File: config.mk
export PLATFORM = sky130hd
export DESIGN_NAME = pipe_stage_buffer
export DESIGN_NICKNAME = d
export VERILOG_FILES = /design/src/rtl/pipe_stage_buffer.sv
export SDC_FILE = /design/constraint.sdc
export NUM_CORES = 1
export LEC_CHECK = 0
export CORE_UTILIZATION = 39
export CTS_CLUSTER_SIZE = 28
export DETAILED_ROUTE_END_ITERATION = 12
export PLACE_DENSITY = 0.76
export SLEW_MARGIN = 20
export SYNTH_ARGS = -nofsm -noshare
export SYNTH_HDL_FRONTEND = slang
export SYNTH_SLANG_ARGS = --single-unit
File: constraint.sdc
create_clock -name clk_i -period 2.2 [get_ports clk_i]
set_input_delay 0.22 -clock clk_i [delete_from_list [all_inputs] [get_ports clk_i]]
set_output_delay 0.22 -clock clk_i [all_outputs]
set_load 0.03 [all_outputs]
File: src/rtl/pipe_stage_buffer.sv
// Pipeline stage buffer with valid/ready handshake, flush-to-bubble and stall/flush counters.
// Define PIPE_STAGE_SKID_EN for a main+skid (registered ready) buffer; default is a single entry.
module pipe_stage_buffer #(
    parameter int DATA_W = 32,
    parameter int CTRL_W = 16,
    parameter int CNT_W  = 16
) (
    input  logic              clk_i,
    input  logic              reset_i,
    input  logic              in_valid_i,
    output logic              in_ready_o,
    input  logic [DATA_W-1:0] in_data_i,
    input  logic [CTRL_W-1:0] in_ctrl_i,
    input  logic              flush_i,
    output logic              out_valid_o,
    input  logic              out_ready_i,
    output logic [DATA_W-1:0] out_data_o,
    output logic [CTRL_W-1:0] out_ctrl_o,
    output logic [1:0]        occupancy_o,
    output logic [CNT_W-1:0]  stall_cnt_o,
    output logic [CNT_W-1:0]  flush_cnt_o
);
    typedef enum logic [1:0] {S_EMPTY = 2'd0, S_ONE = 2'd1, S_FULL = 2'd2} state_e;

    localparam logic [CNT_W-1:0] CNT_ONE = CNT_W'(1);

    state_e            state_q, state_d;
    logic [DATA_W-1:0] main_data_q, main_data_d;
    logic [CTRL_W-1:0] main_ctrl_q, main_ctrl_d;
    logic [CNT_W-1:0]  stall_cnt_q, stall_cnt_d;
    logic [CNT_W-1:0]  flush_cnt_q, flush_cnt_d;
    logic              in_xfer, out_xfer;

`ifdef PIPE_STAGE_SKID_EN
    logic [DATA_W-1:0] skid_data_q, skid_data_d;
    logic [CTRL_W-1:0] skid_ctrl_q, skid_ctrl_d;
    logic              rdy_q;

    // Ready only looks at our own registered state, so out_ready_i never reaches it.
    assign in_ready_o = rdy_q;
`else
    assign in_ready_o = !reset_i && (!out_valid_o || out_ready_i);
`endif

    assign out_valid_o = (state_q != S_EMPTY);
    assign out_data_o  = main_data_q;
    assign out_ctrl_o  = main_ctrl_q;
    assign occupancy_o = state_q;
    assign stall_cnt_o = stall_cnt_q;
    assign flush_cnt_o = flush_cnt_q;

    assign in_xfer  = in_valid_i && in_ready_o;
    assign out_xfer = out_valid_o && out_ready_i;

    always_comb begin
        state_d     = state_q;
        main_data_d = main_data_q;
        main_ctrl_d = main_ctrl_q;
`ifdef PIPE_STAGE_SKID_EN
        skid_data_d = skid_data_q;
        skid_ctrl_d = skid_ctrl_q;
`endif
        if (flush_i) begin
            // Bubble: control zeroed, data left as is.
            state_d     = S_EMPTY;
            main_ctrl_d = '0;
        end else begin
            case (state_q)
                S_EMPTY: begin
                    if (in_xfer) begin
                        main_data_d = in_data_i;
                        main_ctrl_d = in_ctrl_i;
                        state_d     = S_ONE;
                    end
                end
                S_ONE: begin
                    if (in_xfer && out_xfer) begin
                        main_data_d = in_data_i;
                        main_ctrl_d = in_ctrl_i;
`ifdef PIPE_STAGE_SKID_EN
                    end else if (in_xfer) begin
                        skid_data_d = in_data_i;
                        skid_ctrl_d = in_ctrl_i;
                        state_d     = S_FULL;
`endif
                    end else if (out_xfer) begin
                        state_d = S_EMPTY;
                    end
                end
`ifdef PIPE_STAGE_SKID_EN
                S_FULL: begin
                    if (out_xfer) begin
                        main_data_d = skid_data_q;
                        main_ctrl_d = skid_ctrl_q;
                        state_d     = S_ONE;
                    end
                end
`endif
                default: state_d = S_EMPTY;
            endcase
        end

        stall_cnt_d = stall_cnt_q;
        if (out_valid_o && !out_ready_i && stall_cnt_q != '1)
            stall_cnt_d = stall_cnt_q + CNT_ONE;
        flush_cnt_d = flush_cnt_q;
        if (flush_i && flush_cnt_q != '1)
            flush_cnt_d = flush_cnt_q + CNT_ONE;
    end

    always_ff @(posedge clk_i or posedge reset_i) begin
        if (reset_i) begin
            state_q     <= S_EMPTY;
            main_data_q <= '0;
            main_ctrl_q <= '0;
            stall_cnt_q <= '0;
            flush_cnt_q <= '0;
`ifdef PIPE_STAGE_SKID_EN
            skid_data_q <= '0;
            skid_ctrl_q <= '0;
            rdy_q       <= 1'b0;
`endif
        end else begin
            state_q     <= state_d;
            main_data_q <= main_data_d;
            main_ctrl_q <= main_ctrl_d;
            stall_cnt_q <= stall_cnt_d;
            flush_cnt_q <= flush_cnt_d;
`ifdef PIPE_STAGE_SKID_EN
            skid_data_q <= skid_data_d;
            skid_ctrl_q <= skid_ctrl_d;
            rdy_q       <= (state_d != S_FULL);
`endif
        end
    end
endmodule

### Word level (Yosys, flattened, before mapping)

Index checks and enable logic that the tools add are counted.

| storage, ports and cells | value |
|---|---|
| output and inout port bits | 84 |
| ROM bits | 0 |
| flip-flop bits (word level) | 82 |
| memory bits (writable) | 0 |
| memories kept | 0 |
| word-level logic and storage cells | 47 |
| latch bits | 0 |
| input bits | 53 |

| cells by class | value |
|---|---|
| add/sub/neg operators | 2 |
| equal/unequal tests | 9 |
| $lt $le $gt $ge | 0 |
| shifts and indexed selects | 0 |
| multiplexer cells | 12 |
| $mul | 0 |
| div/mod/pow operators | 0 |
| reduce and logical (&&, ||, !) cells | 18 |
| bitwise operators | 1 |

Operators with widths:

| cell | count |
|---|---|
| 2-to-1 mux 32 bit | 2 |
| case mux 32 bit (2 select lines) | 1 |
| 2-to-1 mux 16 bit | 3 |
| adder 16 x 1 -> 16 bit (second input constant) | 2 |
| != test 16 bit (second input constant) | 2 |
| case mux 16 bit (2 select lines) | 1 |
| != test 3 bit (second input constant) | 4 |
| 2-to-1 mux 2 bit | 4 |
| logical AND 1 bit | 7 |
| AND reduction 3 bit | 2 |
| != test 2 bit (second input constant) | 2 |
| case mux 2 bit (2 select lines) | 1 |
| AND reduction 4 bit | 1 |
| nonzero test 2 bit | 2 |
| zero test 1 bit | 3 |
| nonzero test 3 bit | 1 |
| equality test 2 x 1 -> 1 bit (second input constant) | 1 |
| zero test 2 bit | 1 |
| logical OR 1 bit | 1 |
| NOT 1 bit | 1 |

### Logic depth before layout (Yosys ltp)

Gate-level depths: netlist (run 1).

| logic depth | value |
|---|---|
| word-level depth | 9 |
| depth in mapped cells | 6 |
| gate-level depth less buffers | 5 |

### Least setup slack after synthesis (run 1)

No wires, ideal clock.

| timing path | value |
|---|---|
| path kind | input to register |
| from | in reset_i |
| to | reg main_data_q[11] (netlist: out_data_o[11]) |
| path slack | -1136 ps |
| data arrival time | 3211 ps |
| data required time | 2075 ps |
| stages on the path | 5 |
| library setup time | 125 ps |
| buffers on the path | 1 |
| cell sequence | inv_1 -> nand3_2 -> nor2_2 -> buf_4 -> mux2_2 |

| between the ends | value |
|---|---|
| cells in the longest elaborated chain, start to end | 6 |
| elaborated cells on any way between the ends | 7 |
| classes of those cells | eq/ne (2); reduce/logical (5) |

Ends and longest elaborated chain:

| item | RTL line | source |
|---|---|---|
| from (decl) | 9 | `input logic reset_i,` |
| zero test 1 bit (no line) (*) | -- |  |
| logical AND 1 bit (*) | 42 | `assign in_ready_o = !reset_i && (!out_valid_o \|\| out_ready_i);` |
| logical AND 1 bit (*) | 52 | `assign in_xfer = in_valid_i && in_ready_o;` |
| logical AND 1 bit | 77 | `if (in_xfer && out_xfer) begin` |
| != test 2 bit (no line) | -- |  |
| AND reduction 4 bit (no line) (*) | -- |  |
| to (signal assigned) | 125 | `main_data_q <= main_data_d;` |
| to (decl) | 28 | `logic [DATA_W-1:0] main_data_q, main_data_d;` |

Every way passes the cells marked *; elsewhere a longest branch is shown, timed or not.
A chain may end at the register's enable or synchronous reset.

### Worst setup path in the final report (run 1)

| timing path | value |
|---|---|
| from | reg state_q[0] (netlist: occupancy_o[0]) |
| to | out in_ready_o |

| between the ends | value |
|---|---|
| cells in the longest elaborated chain, start to end | 4 |

Ends and longest elaborated chain:

| item | RTL line | source |
|---|---|---|
| from (decl) | 27 | `state_e state_q, state_d;` |
| from (signal assigned) | 124 | `state_q <= state_d;` |
| nonzero test 2 bit | 45 | `assign out_valid_o = (state_q != S_EMPTY);` |
| zero test 1 bit | 42 |  |
| logical OR 1 bit | 42 |  |
| logical AND 1 bit | 42 |  |
| to (decl) | 11 | `output logic in_ready_o,` |

Every way passes these cells.

==> metrics.yaml, run 1 <==
status:
  status: "complete, no violations"
logic_synthesis:
  yosys.area.top_type: "dfrtp_1"
  synthFlopType: "dfrtp_1"
  ys_top_cells_by_count: "dfrtp_1 (81), nand2_1 (40), mux2_2 (32), a21oi_1 (22), xor2_1 (19)"
  syn_nets: 345
  synthArstFlopShare_pct: 100
  ys_types: 33
  netlist_area_um2: 3450
  synth_most_common_cell: "dfrtp_1"
  synthTopCellsByArea: "dfrtp_1 (59%), mux2_2 (10%), xor2_1 (4.8%)"
  synth-edff-count: 0
  ys_seq_area_share_pct: 58.7
  synth_top_area_share_pct: 58.7
  syn_avg_cell_area_um2: 11.9
  ys_warn_count: 0
  synth_seq_cells: 81
  syn_inst: 290
worst_setup_path:
  worstReg2RegStart: "stall_cnt_o[0]"
  r2r_cells: 5
  end_kind: "primary output"
  r2r_slack_ns: 0.47
  criticalPathCategory: "flop to primary output"
  reg2reg_to: "stall_cnt_o[5]"
  crit_arrival_ns: 1.73
  worstPathMaxFanout: 6
  startpoint_type: "flop"
  critPathRequiredTime_ns: 1.98
finish:
  fill_cells: 679
  area_delta_synth_final_pct: 49.6
  fin_util_pct: 61.6
  n_antenna_cell: 0
  final_nets: 485
  layout-drive-gt1-share_pct: 14.7
floorplanning:
  ioPinCount: 137
  core_um2: 8380
  rows: 33
  start_util_pct: 41.2
  die_area_um2: 9230
  die_w_um: 96.1
  die_h_um: 96.1
timing:
  timing.hold.ws_ns: 0.405
  fin_crit_sh_pct: 88.8
  worst_slack_ns: 0.247
  fin_crit_ns: 1.95
  drv_slew: 0
  finalSetupTns_ns: 0
  hold_viol_final: 0
  slew_headroom_pct: 51.8
  setup_violations: 0
  worst_clock_skew_ns: 0.0118
  worst_pin_slew_ns: 0.723
  rsz0062_at_grt: "false"
  max_freq_ghz: 0.512
route:
  drc: 0
  avgViaCountPerCell: 5.06
  wl_mm: 8.31
  post_drt_wl_per_cell_um: 15.4
  drt_iter0_markers: 92
  vias: 2734
  firstDrtPassIters: 4
  final_antenna_net_count: 0
global_route:
  antenna_found_initial: 0
  grt_start_max_net_pins: 82
  grt_remaining_overflow: 0
  groute.usage.overall_pct: 18.4
  grt_pass1_wl_mm: 12.9
  grt_pass1_vias: 2636
cts:
  clock-root-buffer: "clkbuf_8"
  cts_tree: "built"
  h-tree-depth: 3
  clk_latency_ns: 0.34
  cts_setup_buffers: 0
  cts_buffer_depth: 2
  ctsHoldBuffers: 0
  ctsResizeCount: 0
  clk_pin_slew_ns: 0.09
  cts_inserted_buffers: 9
  cts_sinks: 81
hold_path:
  worst_hold_path.endpoint: "out_ctrl_o[0]"
  min_from: "in_ctrl_i[0]"
  hold_path_class: "input pin to flop"
  whs_path_depth: 3
pwr:
  peakVddDrop_mv: 0.667
  pwr_density_cell_nw_per_um2: 871
  p_leak_uw: 0.00222
place:
  gp_congestion: 0.728
  numPortBuffers: 135
  hpwl_mm: 5.90
  pre_cts_slack_ns: 0.260
flow_run:
  cap_violations: 0
power by group:
part | leakage [uW] | switching (uW) | internal, uW | total, uW
Sequential | 0.00104 | 215 | 1720 | 1940
Combinational | 0.00108 | 789 | 669 | 1460
Clock | 0.000100 | 569 | 535 | 1100
Total | 0.00222 | 1570 | 2920 | 4500
per-layer routing:
metal  wire [um]  part of all wire, %  track usage [%]
met2        4210                   51             30.6
met4         140                  1.7             9.08
met3         517                  6.2             4.03
met5           0                    0                0
met1        3440                   41             22.4
cell type report:
cell class	count	area [um^2]	area share, %
clock buffer	9	124	2.40
clock inverter	7	77.6	1.50
inverter	1	7.51	0.145
multi-input combinational	193	1360	26.3
sequential	81	2030	39.3
tap	105	131	2.55
timing repair buffer	144	1440	27.8
metrics by stage:
step	instances	cell area [um^2]	power [uW]
3_3_place_gp	524	4960	3400
2_1_floorplan	290	3480	2740
3_5_place_dp	524	4960	3440
4_1_cts	540	5160	4560
5_1_grt	540	5160	4730
6_report	540	5160	4500
placed cells by master (no fill, tap or decap), types with 4 or more instances in the layout:
master           count
xor2_1              19
nand3_1              9
nand4_1             12
a21oi_1             22
nor3_1               4
nor2_1              11
clkbuf_8             9
dfrtp_1             81
and3_1               5
mux2_2              32
buf_4                7
xnor2_1             11
clkdlybuf4s50_1    135
nand2_1             40
worst max-delay path, stage by stage, from the launching register on:
cell,delay [ns]
dfrtp_1,0.45
nor2b_1,0.19
nor2_1,0.09
clkdlybuf4s50_1,0.67
worst max path at each step:
| stage | from | endpoint | slack [ns] | cells after the start |
|---|---|---|---|---|
| 2_1_floorplan | reset_i | out_data_o[0] | -0.15 | 5 |
| 3_3_place_gp | out_ready_i | out_data_o[25] | 0.31 | 6 |
| 3_5_place_dp | out_ready_i | out_data_o[25] | 0.26 | 6 |
| 4_1_cts | occupancy_o[0] | in_ready_o | 0.21 | 3 |
| 5_1_grt | occupancy_o[0] | in_ready_o | 0.16 | 3 |
| 6_report | occupancy_o[0] | in_ready_o | 0.25 | 3 |
sequential cells by signal (all words and copies together), names as in the netlist:
name / cells
flush_cnt_o: 16
out_data_o: 32
occupancy_o: 1
stall_cnt_o: 16
out_ctrl_o: 16
cells by family (layout without fill, tap and decap cells):
family | after synthesis | in the layout | synth area share [%]
AND/OR/NAND/NOR | 100 | 100 | 15.3
flip-flops | 81 | 81 | 58.7
multiplexers | 34 | 34 | 11.1
XOR/XNOR | 30 | 30 | 7.61
AO/OA/AOI/OAI | 26 | 26 | 4.10
buffers and inverters | 16 | 161 | 2.36
adder cells (fa/ha/maj) | 2 | 2 | 0.725
other | 1 | 1 | 0.109
Power figures use the tool's default switching activity.
==> inputs of run 2 (changes only) <==
clock period = 1.65 ns   (was 2.2 ns; I/O delays follow)
==> metrics.yaml, run 2 (synthesis gave the netlist of run 1 again) <==
finish:
  seqCellArea_um2: 2030  # unchanged
  final_common_cell: "clkdlybuf4s50_1"
  multi_input_area_um2: 1380  # +1.2%
  n_antenna_cell: 0  # unchanged
  layout-drive-gt1-share_pct: 19.7  # +5.0 points
  fill_cells: 685  # +0.88%
  fin_util_pct: 63.9  # +2.4 points
  largest_reg_flops: 32  # unchanged
  final_cell_mix: "clkdlybuf4s50_1 (102), dfrtp_1 (81), nand2_1 (40), mux2_2 (32), buf_4 (30)"
  instances_no_fill: 562  # +4.1%
  area_delta_synth_final_pct: 55.3
  final_nets: 507  # +4.5%
timing:
  worst_slack_ns: 0.0441  # -0.203 ns
  max_freq_ghz: 0.623
  setup_violations: 0  # unchanged
  finalSetupTns_ns: 0  # unchanged
  slew_headroom_pct: 35.3  # -16 points
  rsz0062_at_grt: "true"
  timing.hold.ws_ns: 0.225  # -0.180 ns
  drv_slew: 0  # unchanged
  hold_viol_final: 0  # unchanged
  fin_crit_ns: 1.61
  worst_clock_skew_ns: 0.0107  # -0.00103 ns
  fin_crit_sh_pct: 97.3
  worst_pin_slew_ns: 0.970  # +0.247 ns
global_route:
  antenna_found_initial: 0  # unchanged
  grt_pass1_vias: 2652  # +0.61%
  grt_start_max_net_pins: 80  # -2.4%
  grt_remaining_overflow: 0  # unchanged
  groute.usage.overall_pct: 17.8  # -0.60 points
  grt_pass1_wl_mm: 12.5  # -3.0%
worst_setup_path:
  slowest_stage: "clkdlybuf4s50_1"
  cpPeakStageDelay_ns: 0.69  # +0.02 ns
  worst-path-buf-inv: 1  # unchanged
  startpoint_type: "flop"
  crit_family: "buffers and inverters"
  end_kind: "primary output"
  crit_arrival_ns: 1.44  # -0.29 ns
  crit_chain: "clkdlybuf4s50_1"
  critPathRequiredTime_ns: 1.48  # -0.50 ns
  worstPathMaxFanout: 3  # -3
  criticalPathCategory: "flop to primary output"
floorplanning:
  die_area_um2: 9230  # unchanged
  start_util_pct: 41.2  # unchanged
  die_h_um: 96.1  # unchanged
  rows: 33  # unchanged
  die_w_um: 96.1  # unchanged
  core_um2: 8380  # unchanged
  ioPinCount: 137  # unchanged
route:
  firstDrtPassIters: 4  # unchanged
  vias: 2795  # +2.2%
  drt_iter0_markers: 58  # -37%
  drc: 0  # unchanged
  wl_mm: 8.03  # -3.3%
  post_drt_wl_per_cell_um: 14.3  # -7.1%
  final_antenna_net_count: 0  # unchanged
  avgViaCountPerCell: 4.97  # -1.8%
status:
  status: "complete, no violations"
cts:
  cts_setup_buffers: 0  # unchanged
  cts_inserted_buffers: 9  # unchanged
  clk_latency_ns: 0.34  # about the same
  cts_sinks: 81  # unchanged
  ctsHoldBuffers: 0  # unchanged
  h-tree-depth: 3  # unchanged
  cts_buffer_depth: 2  # unchanged
  cts_tree: "built"
  clk_pin_slew_ns: 0.08  # about the same
  clock-root-buffer: "clkbuf_8"
pwr:
  p_leak_uw: 0.00265  # +19%
  pwr_density_cell_nw_per_um2: 1140  # +31%
  peakVddDrop_mv: 0.684  # +2.6%
flow_run:
  cap_violations: 0  # unchanged
hold_path:
  hold_path_class: "input pin to asynchronous set/reset pin"
place:
  dpl.cell_count: 546  # +4.2%
  pre_cts_slack_ns: -0.132  # -0.392 ns
  gp_congestion: 0.789  # +8.4%
  hpwl_mm: 5.95  # +0.81%
  numPortBuffers: 135  # unchanged
==> run 2: cell count changes in the layout (fill, tap and decap cells not counted), sizes merged <==
cell / previous run / this run
inv: 2 / 1
clkdlybuf4s50: 135 / 102
clkinvlp: 2 / 1
dlymetal6s2s: 0 / 13
buf: 9 / 32
dlygate4sd2: 0 / 19
clkbuf: 9 / 10
clkinv: 3 / 4
==> run 2: cell type report <==
type	count	share of cell area [%]
repair buffers	166	30.1
clock buffers	10	2.57
inverters	1	0.140
multi-input cells	193	25.7
flip-flops and latches	81	37.8
clock inverters	6	1.24
well taps	105	2.45
==> run 2: what timing repair did <==
action,CTS,global route
gates resized for setup,19,16
pin swaps,0,1
gates cloned,0,0
endpoints found under the setup margin,20,16
==> run 2: path summary, 6_finish.rpt <==
path,cells past startpoint,slack (ns),end,startpoint
min in group clk_i,3,0.37,out_ctrl_o[4],in_ctrl_i[4]
max in group asynchronous,3,0.42,out_data_o[18],reset_i
setup / recovery,1,0.04,flush_cnt_o[13],flush_cnt_o[13]
hold reg to reg,1,0.49,flush_cnt_o[9],flush_cnt_o[9]
hold / removal,3,0.22,occupancy_o[0],reset_i
setup reg to reg,4,0.07,flush_cnt_o[1],flush_cnt_o[6]
==> run 2: layer usage <==
layer | wire length [um] | share of wire [%] | track usage [%] | vias up
met1 | 3270 | 41 | 22.2 | 1371
met5 | 0 | 0 | 0 | -
met2 | 4120 | 51 | 30.3 | 90
met4 | 103 | 1.3 | 5.97 | 0
li1 | - | - | - | 1325
met3 | 539 | 6.7 | 4.03 | 9
==> run 2: metrics by stage <==
stage / instance area [um^2] / total power [uW]
after CTS: 5310 / 6180
final: 5360 / 6100
after global routing: 5360 / 6400
after global placement: 5130 / 4740
after floorplan: 3480 / 3650
after detailed placement: 5130 / 4800
==> run 2: report_power, final <==
part	switching [uW]	total (uW)	internal [uW]
Combinational	1190	2170	980
Clock	706	1450	746
Sequential	177	2470	2290
Total	2080	6100	4020
